--- src/rtl/pwm_duty_ctrl.sv ---
// Duty-cycle source for the pwm block: debounced push-button stepping plus optional
// auto-ramp, wrapping below PERIOD, with a one-cycle strobe whenever duty changes.
module pwm_duty_ctrl #(
  parameter int DUTY_W         = 10,
  parameter int PERIOD         = 1000,
  parameter int STEP           = 50,
  parameter int WRAP_VALUE     = 1,
  parameter int RAMP_TICKS     = 1000000,
  parameter int DEBOUNCE_TICKS = 50000
) (
  input  logic              clock,
  input  logic              reset,
  input  logic              key,
  input  logic              ramp_en,
  output logic [DUTY_W-1:0] duty,
  output logic              duty_update,
  output logic              key_pressed,
  output logic              led
);

  localparam int SUM_W  = DUTY_W + 2;
  localparam int DB_W   = $clog2(DEBOUNCE_TICKS);
  localparam int RAMP_W = $clog2(RAMP_TICKS);

  localparam logic [DB_W-1:0]   DB_ZERO    = DB_W'(0);
  localparam logic [DB_W-1:0]   DB_ONE     = DB_W'(1);
  localparam logic [DB_W-1:0]   DB_LAST    = DB_W'(DEBOUNCE_TICKS - 1);
  localparam logic [RAMP_W-1:0] RAMP_ZERO  = RAMP_W'(0);
  localparam logic [RAMP_W-1:0] RAMP_ONE   = RAMP_W'(1);
  localparam logic [RAMP_W-1:0] RAMP_LAST  = RAMP_W'(RAMP_TICKS - 1);
  localparam logic [SUM_W-1:0]  PERIOD_S   = SUM_W'(PERIOD);
  localparam logic [SUM_W-1:0]  STEP_S     = SUM_W'(STEP);
  localparam logic [SUM_W-1:0]  SUM_ZERO   = SUM_W'(0);
  localparam logic [SUM_W-1:0]  SUM_ONE    = SUM_W'(1);
  localparam logic [DUTY_W-1:0] WRAP_D     = DUTY_W'(WRAP_VALUE);
  localparam logic [DUTY_W-1:0] DUTY_ZERO  = DUTY_W'(0);

  typedef enum logic [1:0] {
    RELEASED     = 2'd0,
    PRESS_WAIT   = 2'd1,
    PRESSED      = 2'd2,
    RELEASE_WAIT = 2'd3
  } db_state_t;

  logic              key_meta_r;
  logic              key_sync_r;
  db_state_t         state_r;
  db_state_t         state_next_s;
  logic [DB_W-1:0]   cnt_r;
  logic [DB_W-1:0]   cnt_next_s;
  logic              press_s;
  logic [RAMP_W-1:0] rcnt_r;
  logic [RAMP_W-1:0] rcnt_next_s;
  logic              tick_s;
  logic [DUTY_W-1:0] duty_r;
  logic              duty_update_r;
  logic              key_pressed_r;
  logic              led_r;

  // Sum is widened by two bits so duty+STEP+1 can never overflow before the wrap test.
  function automatic logic [DUTY_W-1:0] duty_step(input logic [DUTY_W-1:0] cur,
                                                  input logic press,
                                                  input logic tick);
    logic [SUM_W-1:0] inc;
    logic [SUM_W-1:0] sum;
    inc = (press ? STEP_S : SUM_ZERO) + (tick ? SUM_ONE : SUM_ZERO);
    sum = {2'b00, cur} + inc;
    if (sum >= PERIOD_S) begin
      return WRAP_D;
    end else begin
      return sum[DUTY_W-1:0];
    end
  endfunction

  // Two-flop synchroniser for the asynchronous key; idles released (high).
  always_ff @(posedge clock or posedge reset) begin
    if (reset) begin
      key_meta_r <= 1'b1;
      key_sync_r <= 1'b1;
    end else begin
      key_meta_r <= key;
      key_sync_r <= key_meta_r;
    end
  end

  // Debounce state and stability counter registers.
  always_ff @(posedge clock or posedge reset) begin
    if (reset) begin
      state_r <= RELEASED;
      cnt_r   <= DB_ZERO;
    end else begin
      state_r <= state_next_s;
      cnt_r   <= cnt_next_s;
    end
  end

  // Debounce next-state: a level is accepted only after DEBOUNCE_TICKS equal samples.
  always_comb begin
    state_next_s = state_r;
    cnt_next_s   = cnt_r;
    press_s      = 1'b0;
    case (state_r)
      RELEASED: begin
        if (!key_sync_r) begin
          state_next_s = PRESS_WAIT;
          cnt_next_s   = DB_ONE;
        end else begin
          state_next_s = RELEASED;
        end
      end
      PRESS_WAIT: begin
        if (key_sync_r) begin
          state_next_s = RELEASED;
          cnt_next_s   = DB_ZERO;
        end else if (cnt_r == DB_LAST) begin
          state_next_s = PRESSED;
          cnt_next_s   = DB_ZERO;
          press_s      = 1'b1;
        end else begin
          cnt_next_s   = cnt_r + DB_ONE;
        end
      end
      PRESSED: begin
        if (key_sync_r) begin
          state_next_s = RELEASE_WAIT;
          cnt_next_s   = DB_ONE;
        end else begin
          state_next_s = PRESSED;
        end
      end
      RELEASE_WAIT: begin
        if (!key_sync_r) begin
          state_next_s = PRESSED;
          cnt_next_s   = DB_ZERO;
        end else if (cnt_r == DB_LAST) begin
          state_next_s = RELEASED;
          cnt_next_s   = DB_ZERO;
        end else begin
          cnt_next_s   = cnt_r + DB_ONE;
        end
      end
      default: begin
        state_next_s = RELEASED;
        cnt_next_s   = DB_ZERO;
      end
    endcase
  end

  // Ramp counter next value; disabling the ramp parks the counter at zero.
  always_comb begin
    tick_s      = 1'b0;
    rcnt_next_s = RAMP_ZERO;
    if (!ramp_en) begin
      rcnt_next_s = RAMP_ZERO;
    end else if (rcnt_r == RAMP_LAST) begin
      tick_s      = 1'b1;
      rcnt_next_s = RAMP_ZERO;
    end else begin
      rcnt_next_s = rcnt_r + RAMP_ONE;
    end
  end

  // Ramp counter register.
  always_ff @(posedge clock or posedge reset) begin
    if (reset) begin
      rcnt_r <= RAMP_ZERO;
    end else begin
      rcnt_r <= rcnt_next_s;
    end
  end

  // Duty, strobes and LED; press and tick in the same cycle merge into one update.
  always_ff @(posedge clock or posedge reset) begin
    if (reset) begin
      duty_r        <= DUTY_ZERO;
      duty_update_r <= 1'b0;
      key_pressed_r <= 1'b0;
      led_r         <= 1'b0;
    end else begin
      key_pressed_r <= press_s;
      duty_update_r <= press_s | tick_s;
      if (press_s || tick_s) begin
        duty_r <= duty_step(duty_r, press_s, tick_s);
      end
      if (press_s) begin
        led_r <= ~led_r;
      end
    end
  end

  assign duty        = duty_r;
  assign duty_update = duty_update_r;
  assign key_pressed = key_pressed_r;
  assign led         = led_r;

endmodule
--- config.mk ---
export PLATFORM = sky130hd
export DESIGN_NAME = pwm_duty_ctrl
export DESIGN_NICKNAME = d
export VERILOG_FILES = /design/src/rtl/pwm_duty_ctrl.sv
export SDC_FILE = /design/constraint.sdc
export NUM_CORES = 1
export LEC_CHECK = 0
export CAP_MARGIN = 20
export CORE_UTILIZATION = 56
export CTS_BUF_LIST = sky130_fd_sc_hd__clkbuf_4 sky130_fd_sc_hd__clkbuf_8
export DETAILED_ROUTE_END_ITERATION = 12
export GPL_ROUTABILITY_DRIVEN = 0
export MAX_ROUTING_LAYER = met4
export PLACE_DENSITY = 0.82
export SETUP_SLACK_MARGIN = 0.05
export SYNTH_ARGS = -nofsm -noshare
export SYNTH_HDL_FRONTEND = slang
export SYNTH_SLANG_ARGS = --single-unit
--- constraint.sdc ---
create_clock -name clock -period 3.16 [get_ports clock]
set_input_delay 0.632 -clock clock [delete_from_list [all_inputs] [get_ports clock]]
set_output_delay 0.632 -clock clock [all_outputs]
set_load 0.1 [all_outputs]
# Word-level counts from Yosys, hierarchy flattened

Cells that the tools add are included.
Widths: inputs -> output; s select.

Bits in registers: 53
Bits in latches: 0
Memory bits (writable): 0
Memory bits (read-only): 0
Bits of input ports: 4
Memories: 0

Add/subtract/negate cells: 4
Multiply operators: 0
Div/mod/pow operators: 0
$lt $le $gt $ge: 1
Equality and inequality tests: 9
Shift operators: 0
Muxes and demuxes: 23
Bitwise gates (word level): 2
Reductions and logical operators: 4

Operators by type and width:

| operator              | count |
|---|---|
| $mux 16               | 5 |
| $pmux 16 s4           | 1 |
| $mux 20               | 2 |
| $add 20x1->20 const B | 1 |
| $eq 20x20->1 const B  | 1 |
| $add 16x1->16 const B | 1 |
| $eq 16x16->1 const B  | 1 |
| $add 10x7->11         | 1 |
| $ge 11x10->1 const B  | 1 |
| $mux 10               | 1 |
| $mux 1                | 8 |
| $mux 2                | 4 |
| $pmux 2 s4            | 1 |
| $add 6x1->7           | 1 |
| $mux 6                | 1 |
| $ne 3x3->1 const B    | 2 |
| $eq 2x2->1 const B    | 2 |
| $ne 2x2->1 const B    | 2 |
| $reduce_and 2->1      | 2 |
| $eq 2x1->1 const B    | 1 |
| $logic_not 2->1       | 1 |
| $logic_or 1x1->1      | 1 |
| $not 1->1             | 1 |
| $or 1x1->1            | 1 |

# Depth between registers and ports, before layout

Gate-level depths: netlist of the first run.

Depth after elaboration: 9
Depth in mapped cells: 14
Depth with buffers taken out: 14

# Least setup slack after synthesis of the first run

Ideal clock, no wire load.

Path kind: register -> register
Start: reg cnt_r[11]
End: reg duty_r[4], in the netlist duty[4]
Library setup time: 0.130 ns
Data arrival time: 3.239 ns
Required time: 3.030 ns
Path slack: -0.209 ns
Stages on the path, launching flop included: 13
Cells stage by stage: dfrtp_1 or4b_4 nor4b_4 nand4_2 inv_1 ha_1 buf_2 and4b_1 a211o_1 a2111oi_1 nand2_1 o21ai_2 o31ai_1

Longest elaborated chain between the ends: 9
Elaborated cells between the ends (all ways): 10
Classes of those cells: 2 x add/sub; 1 x order compare; 1 x eq/ne; 5 x mux; 1 x reduce/logical

RTL lines:

| element                | line | text |
|---|---|---|
| from (decl)            | 49   | `logic [DB_W-1:0] cnt_r;` |
| from (signal assigned) | 93   | `cnt_r <= cnt_next_s;` |
| $eq 16x16->1 *         | 115  | `end else if (cnt_r == DB_LAST) begin` |
| $mux 1 *               | 115  |  |
| $mux 1 *               | 112  | `if (key_sync_r) begin` |
| $mux 1 *               | 102  | `case (state_r)` |
| named net press_s      | 51   | `logic press_s;` |
| $mux 6                 | 66   | `inc = (press ? STEP_S : SUM_ZERO) + (tick ? SUM_ONE : SUM_ZERO);` |
| $add 6x1->7            | 66   |  |
| $add 10x7->11          | 67   | `sum = {2'b00, cur} + inc;` |
| $ge 11x10->1           | 68   | `if (sum >= PERIOD_S) begin` |
| $mux 10                | 68   |  |
| to (signal assigned)   | 183  | `duty_r <= duty_step(duty_r, press_s, tick_s);` |
| to (decl)              | 55   | `logic [DUTY_W-1:0] duty_r;` |

The timed path passes the listed nets; every way through them passes the cells marked *.
A chain may end at the register's enable or synchronous reset.

# Worst setup path after layout of the first run

Start: reg rcnt_r[7]
End: reg duty_r[0], in the netlist duty[0]

Longest elaborated chain between the ends: 8
Elaborated cells between the ends (all ways): 9
Classes of those cells: 2 x add/sub; 1 x order compare; 1 x eq/ne; 4 x mux; 1 x reduce/logical

RTL lines:

| element                | line | text |
|---|---|---|
| from (decl)            | 52   | `logic [RAMP_W-1:0] rcnt_r;` |
| from (signal assigned) | 168  | `rcnt_r <= rcnt_next_s;` |
| $eq 20x20->1 *         | 155  | `end else if (rcnt_r == RAMP_LAST) begin` |
| $mux 1 *               | 155  |  |
| $mux 1 *               | 153  | `if (!ramp_en) begin` |
| $mux 1                 | 66   |  |
| $add 6x1->7            | 66   |  |
| $add 10x7->11          | 67   |  |
| $ge 11x10->1           | 68   |  |
| $mux 10                | 68   |  |

Mark *: on every way between the ends. The rest lies on a longest branch, timed or not.

==> results of run 1 <==
-- power groups by stage --
stage                     registers [mW]  logic, mW  clock network (mW)
final                              0.695     0.0596               0.400
after global routing               0.697     0.0702               0.427
after CTS                          0.695     0.0610               0.410
after detailed placement           0.708     0.0599                   0
after global placement             0.708     0.0581                   0
after floorplan                    0.707     0.0355                   0
-- worst max-delay path, stage by stage (launching register included) --
cell and delay [ns]:
dfrtp_1 0.41, nor4b_2 0.28, nand3_1 0.15, nor4_4 0.31
and2_1 0.16, ha_2 0.18, inv_2 0.04, fa_2 0.32
and4b_1 0.32, o21ai_2 0.09, a2111oi_4 0.38, nand2_2 0.13
o21ai_4 0.25, o31a_1 0.17
-- what timing repair did --
item / in CTS / in global routing
gates resized for setup: 10 / 3
pin swaps: 13 / 9
buffers inserted: 3 / 1
setup endpoints to repair: 10 / 10
-- cell type report --
class	instances	area share (%)
Clock buffer	6	2.33
Timing Repair Buffer	54	11.7
Tap cell	67	2.37
Sequential cell	53	37.5
Inverter	11	1.17
Clock inverter	2	0.388
Multi-Input combinational cell	234	44.6
-- registers in the layout, indices dropped and copies added, names as in the netlist, named ones only --
| register | count |
|---|---|
| key_meta_r | 1 |
| led | 1 |
| duty_update | 1 |
| cnt_r | 16 |
| key_pressed | 1 |
| duty | 10 |
| state_r | 1 |
| rcnt_r | 20 |
| key_sync_r | 1 |
-- worst paths after layout --
check / slack [ns] / cells past startpoint / end / startpoint
max reg2reg: -0.10 / 13 / duty[0]$_DFFE_PP0P_ / rcnt_r[7]$_DFF_PP0_
max: -0.10 / 13 / duty[0]$_DFFE_PP0P_ / rcnt_r[7]$_DFF_PP0_
max in group asynchronous: 1.93 / 3 / key_meta_r$_DFF_PP1_ / reset
min in group asynchronous: 0.60 / 2 / duty[1]$_DFFE_PP0P_ / reset
min reg2reg: 0.35 / 0 / key_sync_r$_DFF_PP1_ / key_meta_r$_DFF_PP1_
min: 0.35 / 0 / key_sync_r$_DFF_PP1_ / key_meta_r$_DFF_PP1_
-- per-stage QoR --
stage / util, % / std cells / total power, mW / TNS [ns] / setup WS (ns)
floorplan: - / 307 / 0.743 / -0.0875 / -0.0346
global placement: 69.2 / 415 / 0.766 / -1.01 / -0.147
detailed placement: 69.2 / 415 / 0.768 / -2.36 / -0.291
CTS: 72.6 / 426 / 1.17 / -1.22 / -0.156
global route: 73.1 / 427 / 1.19 / -2.00 / -0.240
finish: 73.1 / 427 / 1.15 / -0.747 / -0.102
-- placed cells by master, fill, tap and decap left out, types with 5 or more instances in the layout --
cell type  synthesis  routed
a21oi_1            6       6
and2_1             5       5
and3_1             8       8
buf_4              0      51
clkbuf_8           0       6
dfrtp_1           51      51
inv_1             11       8
nand2_1           37      36
nand2b_1           6       6
nand3_1           10       9
nand4_1            6       6
nor2_1            37      37
o21ai_0           14      13
o31ai_1            7       7
or3_1              5       5
xnor2_1           16      16
xor2_1            16      16
-- metal layers --
| layer | part of all wire (%) | global-route usage [%] | routed length [um] |
|---|---|---|---|
| met5 | 0 | - | 0 |
| met4 | 1.3 | 8.33 | 80 |
| met3 | 3.4 | 3.93 | 206 |
| met2 | 49 | 38.9 | 2940 |
| met1 | 47 | 34.1 | 2810 |
-- cell families after synthesis --
kind of cell    after synthesis  synth area share (%)
simple gates                147                  27.4
flops                        53                  45.8
compound gates               47                  10.6
xor+xnor                     32                  9.65
buf+inv                      20                  2.97
mux                           1                 0.345
fa+ha+maj                     7                  3.27
==> impl_results.md, run 1 <==
- Number of global-route vias before repair: 2261
- Pleak: 1.57 nW
- Crit path capture type: register
- Worst Path Required: 3.41 ns
- Total congestion overflow: 0
- Setup Viol. Count Final: 9
- Final WS setup: -0.102 ns
- Worst-Skew Late Latency: 0.31 ns
- Failing checks: setup timing
- #FFs+latches synth: 53
- Crit path kind: register to register
- Row count: 25
- Synth warn: 0
- Number of clock sinks: 53
- Post-Synthesis Cells: 307
- Initial antenna violation count: 0
- Initial Util: 59.9%
- Hold violation count in the final report: 0
- CORE AREA: 4850 um^2
- F_max: 307 MHz
- Worst setup SP type: register
- Cell accounting for the most synthesized area: dfrtp_1
- Mapped cell area: 2900 um^2
- Post-synth cell types: 54
- Fillers: 345
- Pre-antenna DRT Iters: 4
- Via count: 2400
- Syn Area/Cell: 9.46 um^2
- Port Buffers: 16
- Sequential cell area: 1330 um^2
- Routed WL: 6040 um
- Most frequent cell after synthesis: dfrtp_1
- Switching pwr: 0.266 mW
- Power per cell area: 326 nW/um^2
- Sw frac: 23.0%
- RSZ-0062 raised after global routing: true
- DP HPWL: 4390 um
- Max-slew headroom: 51.3%
- Inserted Clock Buffers: 5
- Largest net degree at the start of global routing: 21
- Top FF cell, synth: dfrtp_1
- Gr usage total: 25.2%
- Antenna diode count: 0
- EDFF count, synth: 0
- Via density: 5.62
- Seq/Total Area, Yosys: 45.8%
- Gate power share: 5.2%
- Die Y-Extent: 74.0 um
- Reg power frac: 60.2%
- Worst Hold Class: register to register
- Clock Pin Slew Worst Setup and Hold Paths: 0.10 ns
- Worst hold slack: 0.345 ns
- Violation count after the first detailed-routing iteration: 142
- Post-synth top cells: 51 x dfrtp_1, 37 x nand2_1, 37 x nor2_1
- Async set-reset flop share out of synthesis: 100%
- Largest cells by area after synthesis: dfrtp_1 44%, xnor2_1 4.8%, xor2_1 4.8%
- Worst Skew: 0.0129 ns
- NumNets Final: 370
- Outcome: complete, but fails checks
- Final worst path period share: 103%
- Design Area, Final: 3540 um^2
- First-pass GRT wire length: 10200 um
- H-tree depth: 2
- Top-area cell type share of the netlist area: 43.9%
- Slew @ Worst Pin: 0.731 ns
- Worst-path fanout max: 7
- I/O pin count: 17
- Share of cells above drive strength 1: 24.4%
- Syn_nets: 318
- Antenna Nets Post-Route: 0
- Max Cap Viol: 0
- Drt wl/cell: 14.1 um
- Hold buffers post-CTS: 0
- Die area: 5480 um^2
- # DRC: 0
- Area of the multi-input gates: 1580 um^2
- Design internal power: 0.889 mW
- Fin crit period: 3.26 ns
- Maximum vdd drop: 0.000304 V
- Longest Clk Path Bufs: 2
- Die width: 74.0 um
- Clk pwr share: 34.6%
- TritonCTS clock tree: built
- CTS Root Cell: clkbuf_8
- Max-slew violations: 0
- Area growth from synthesis to layout: 22.0%
- Post-DP Area: 3360 um^2
- CP arrival: 3.51 ns
No activity file was read; power rests on OpenSTA's default activity.
==> run 2: changes to the inputs <==
--- a/config.mk
+++ b/config.mk
@@ -6,12 +6,12 @@
 export NUM_CORES = 1
 export LEC_CHECK = 0
 export CAP_MARGIN = 20
-export CORE_UTILIZATION = 56
+export CORE_UTILIZATION = 60
 export CTS_BUF_LIST = sky130_fd_sc_hd__clkbuf_4 sky130_fd_sc_hd__clkbuf_8
 export DETAILED_ROUTE_END_ITERATION = 12
 export GPL_ROUTABILITY_DRIVEN = 0
 export MAX_ROUTING_LAYER = met4
-export PLACE_DENSITY = 0.82
+export PLACE_DENSITY = 0.83
 export SETUP_SLACK_MARGIN = 0.05
 export SYNTH_ARGS = -nofsm -noshare
 export SYNTH_HDL_FRONTEND = slang
==> constraint.sdc (replaced) <==
create_clock -name clock -period 4.2 [get_ports clock]
set_input_delay 0.84 -clock clock [delete_from_list [all_inputs] [get_ports clock]]
set_output_delay 0.84 -clock clock [all_outputs]
set_load 0.1 [all_outputs]
==> impl_results.md, run 2 (synthesis gave the netlist of run 1 again) <==
- Post-DP Area: 3090 um^2 (-7.9%)
- Hold path cells: 0 (unchanged)
- DP HPWL: 3750 um (-15%)
- Violation count after the first detailed-routing iteration: 120 (-15%)
- Hold violation count in the final report: 0 (unchanged)
- Met2 Use GR: 37.7% (-1.2 points)
- Largest net degree at the start of global routing: 54 (+160%)
- First-pass GRT wire length: 9230 um (-9.5%)
- Crit path kind: register to register
- Number of flip-flops in the largest register: 20 (unchanged)
- Setup Viol. Count Final: 0 (-9)
- Largest stage delay on the critical path: 0.54 ns (+0.13 ns)
- Maximum vdd drop: 0.000216 V (-29%)
- Gr usage total: 23.8% (-1.4 points)
- Initial Util: 64.5% (+4.6 points)
- Sequential cell area: 1330 um^2 (unchanged)
- Worst-path fanout max: 7 (unchanged)
- I/O pin count: 17 (unchanged)
- Antenna Nets Post-Route: 0 (unchanged)
- RR Startpoint: rcnt_r[6]$_DFF_PP0_
- Met1 Use GR: 31.8% (-2.3 points)
- Final worst path period share: 89.8% (-13 points)
- Top Family by Delay on Critical Path: simple AND/OR/NAND/NOR gates
- Cells on worst reg2reg path: 12 (-1)
- Pleak: 1.39 nW (-12%)
- Die area: 5120 um^2 (-6.5%)
- Max-slew headroom: 35.1% (-16 points)
- Number of clock sinks: 53 (unchanged)
- Worst R2R End: duty[3]$_DFFE_PP0P_
- Via density: 5.83 (+3.7%)
- Crit path capture type: register
- Initial antenna violation count: 0 (unchanged)
- Max Cap Viol: 0 (unchanged)
- Buf+Inv Stages, Crit Path: 1 (unchanged)
- CORE AREA: 4500 um^2 (-7.1%)
- Clock Pin Slew Worst Setup and Hold Paths: 0.09 ns (about the same)
- Slew @ Worst Pin: 0.970 ns (+0.239 ns)
- Power per cell area: 287 nW/um^2 (-12%)
- RSZ-0062 raised after global routing: false
- Longest Clk Path Bufs: 2 (unchanged)
- CTS Root Cell: clkbuf_8
- Fillers: 337 (-2.3%)
- Row count: 24 (-4.0%)
- NumNets Final: 334 (-9.7%)
- Max-slew violations: 0 (unchanged)
- Via count: 2192 (-8.7%)
- DP Cell Count: 367 (-12%)
- Busiest metal layer after global routing: met2
- Die width: 71.6 um (-3.3%)
- Most common cell after layout, fill and taps aside: dfrtp_1
- Antenna diode count: 0 (unchanged)
- Worst hold endpoint: key_sync_r$_DFF_PP1_
- Number of global-route vias before repair: 2091 (-7.5%)
- Die Y-Extent: 71.6 um (-3.3%)
- Outcome: finished, final reports clean
- Worst setup SP type: register
- Worst Hold Class: register to register
- Met3 global-route usage: 3.94% (+0.0086 points)
- Hold path start: key_meta_r$_DFF_PP1_
- Pre-antenna DRT Iters: 4 (unchanged)
- Share of cells above drive strength 1: 7.72% (-17 points)
- Most frequent cells in the layout: 51 x dfrtp_1, 37 x nand2_1, 37 x nor2_1
- Finished Layout Cells: 376 (-12%)
- H-tree depth: 2 (unchanged)
- CP arrival: 3.95 ns (+0.44 ns)
- Area of the multi-input gates: 1490 um^2 (-5.8%)
- # DRC: 0 (unchanged)
- F_max: 265 MHz (-14%)
- Port Buffers: 16 (unchanged)
- Drt wl/cell: 14.3 um (+0.97%)
- Inserted Clock Buffers: 5 (unchanged)
- Routed WL: 5370 um (-11%)
- # resized after CTS: 0 (-10)
- Total congestion overflow: 0 (unchanged)
- Total negative slack: 0 ns (+0.747 ns)
- Postcts setup bufs: 0 (-3)
- Worst path cell trace: or4_1, nor4_2, and2_1, ha_1, inv_1, fa_1, and4b_1, o21ai_0, a2111oi_1, nand2_1, o21ai_2, o21ai_1
- Worst Skew: 0.00969 ns (-0.00320 ns)
- Fin crit period: 3.77 ns (+0.511 ns)
- Worst Path Required: 4.38 ns (+0.97 ns)
- TritonCTS clock tree: built
- Flop-to-flop setup slack: 0.43 ns (+0.53 ns)
- Design Area, Final: 3230 um^2 (-8.8%)
- Worst-Skew Late Latency: 0.31 ns (about the same)
- Area growth from synthesis to layout: 11.3%
- Hold buffers post-CTS: 0 (unchanged)
- Critical-path top delay cell: or4_1
- Biggest register: rcnt_r
[run 2: cell types whose count changed in the layout (fill, tap and decap cells not counted), sizes merged]
cell	change
buf	-49
bufinv	+1
clkdlybuf4s50	+13
clkinv	-2
clkbuf	+1
[run 2: power by group]
group,internal (mW),switching (mW)
clock,0.201,0.165
combinational,0.0122,0.0238
sequential,0.518,0.00694
total,0.731,0.196
[run 2: how the worst max path moves through the flow]
stage                                     start                  end  slack (ns)  cells past startpoint
after detailed placement                ramp_en  duty[5]$_DFFE_PP0P_        0.43                     11
after floorplan           cnt_r[11]$_DFFE_PP0P_  duty[4]$_DFFE_PP0P_        0.83                     12
after CTS                   rcnt_r[6]$_DFF_PP0_  duty[2]$_DFFE_PP0P_        0.42                     12
after global placement                  ramp_en  duty[5]$_DFFE_PP0P_        0.58                     11
final                       rcnt_r[6]$_DFF_PP0_  duty[3]$_DFFE_PP0P_        0.43                     12
after global routing        rcnt_r[0]$_DFF_PP0_  duty[5]$_DFFE_PP0P_        0.13                     14
[run 2: cell type report]
type / instances / area share, %
Inverter: 11 / 1.28
Clock buffer: 7 / 2.79
Sequential cell: 53 / 41.1
Tap cell: 52 / 2.01
Timing Repair Buffer: 18 / 5.81
Multi-Input combinational cell: 234 / 46.1
Clock inverter: 1 / 0.929
[run 2: per-stage QoR]
| step | total power [mW] | utilization, % | hold WS, ns | setup slack (ns) |
|---|---|---|---|---|
| 2_1_floorplan | 0.559 | - | 0.345 | 0.831 |
| 3_3_place_gp | 0.568 | 68.6 | 0.348 | 0.577 |
| 3_5_place_dp | 0.570 | 68.6 | 0.348 | 0.433 |
| 4_1_cts | 0.930 | 71.3 | 0.359 | 0.415 |
| 5_1_grt | 0.961 | 71.8 | 0.367 | 0.127 |
| 6_report | 0.926 | 71.8 | 0.362 | 0.427 |
[run 2: per-layer routing]
metal  part of all wire, %  routed length, um
met1                    48               2570
met2                    48               2560
met3                   3.0                162
met4                   1.5                 80
met5                     0                  0
[run 2: worst reg2reg max path, stage by stage (launching register included)]
cell	delay (ns)
dfrtp_1	0.42
or4_1	0.54
nor4_2	0.34
and2_1	0.18
ha_1	0.16
inv_1	0.05
fa_1	0.44
and4b_1	0.33
o21ai_0	0.10
a2111oi_1	0.43
nand2_1	0.18
o21ai_2	0.34
o21ai_1	0.12
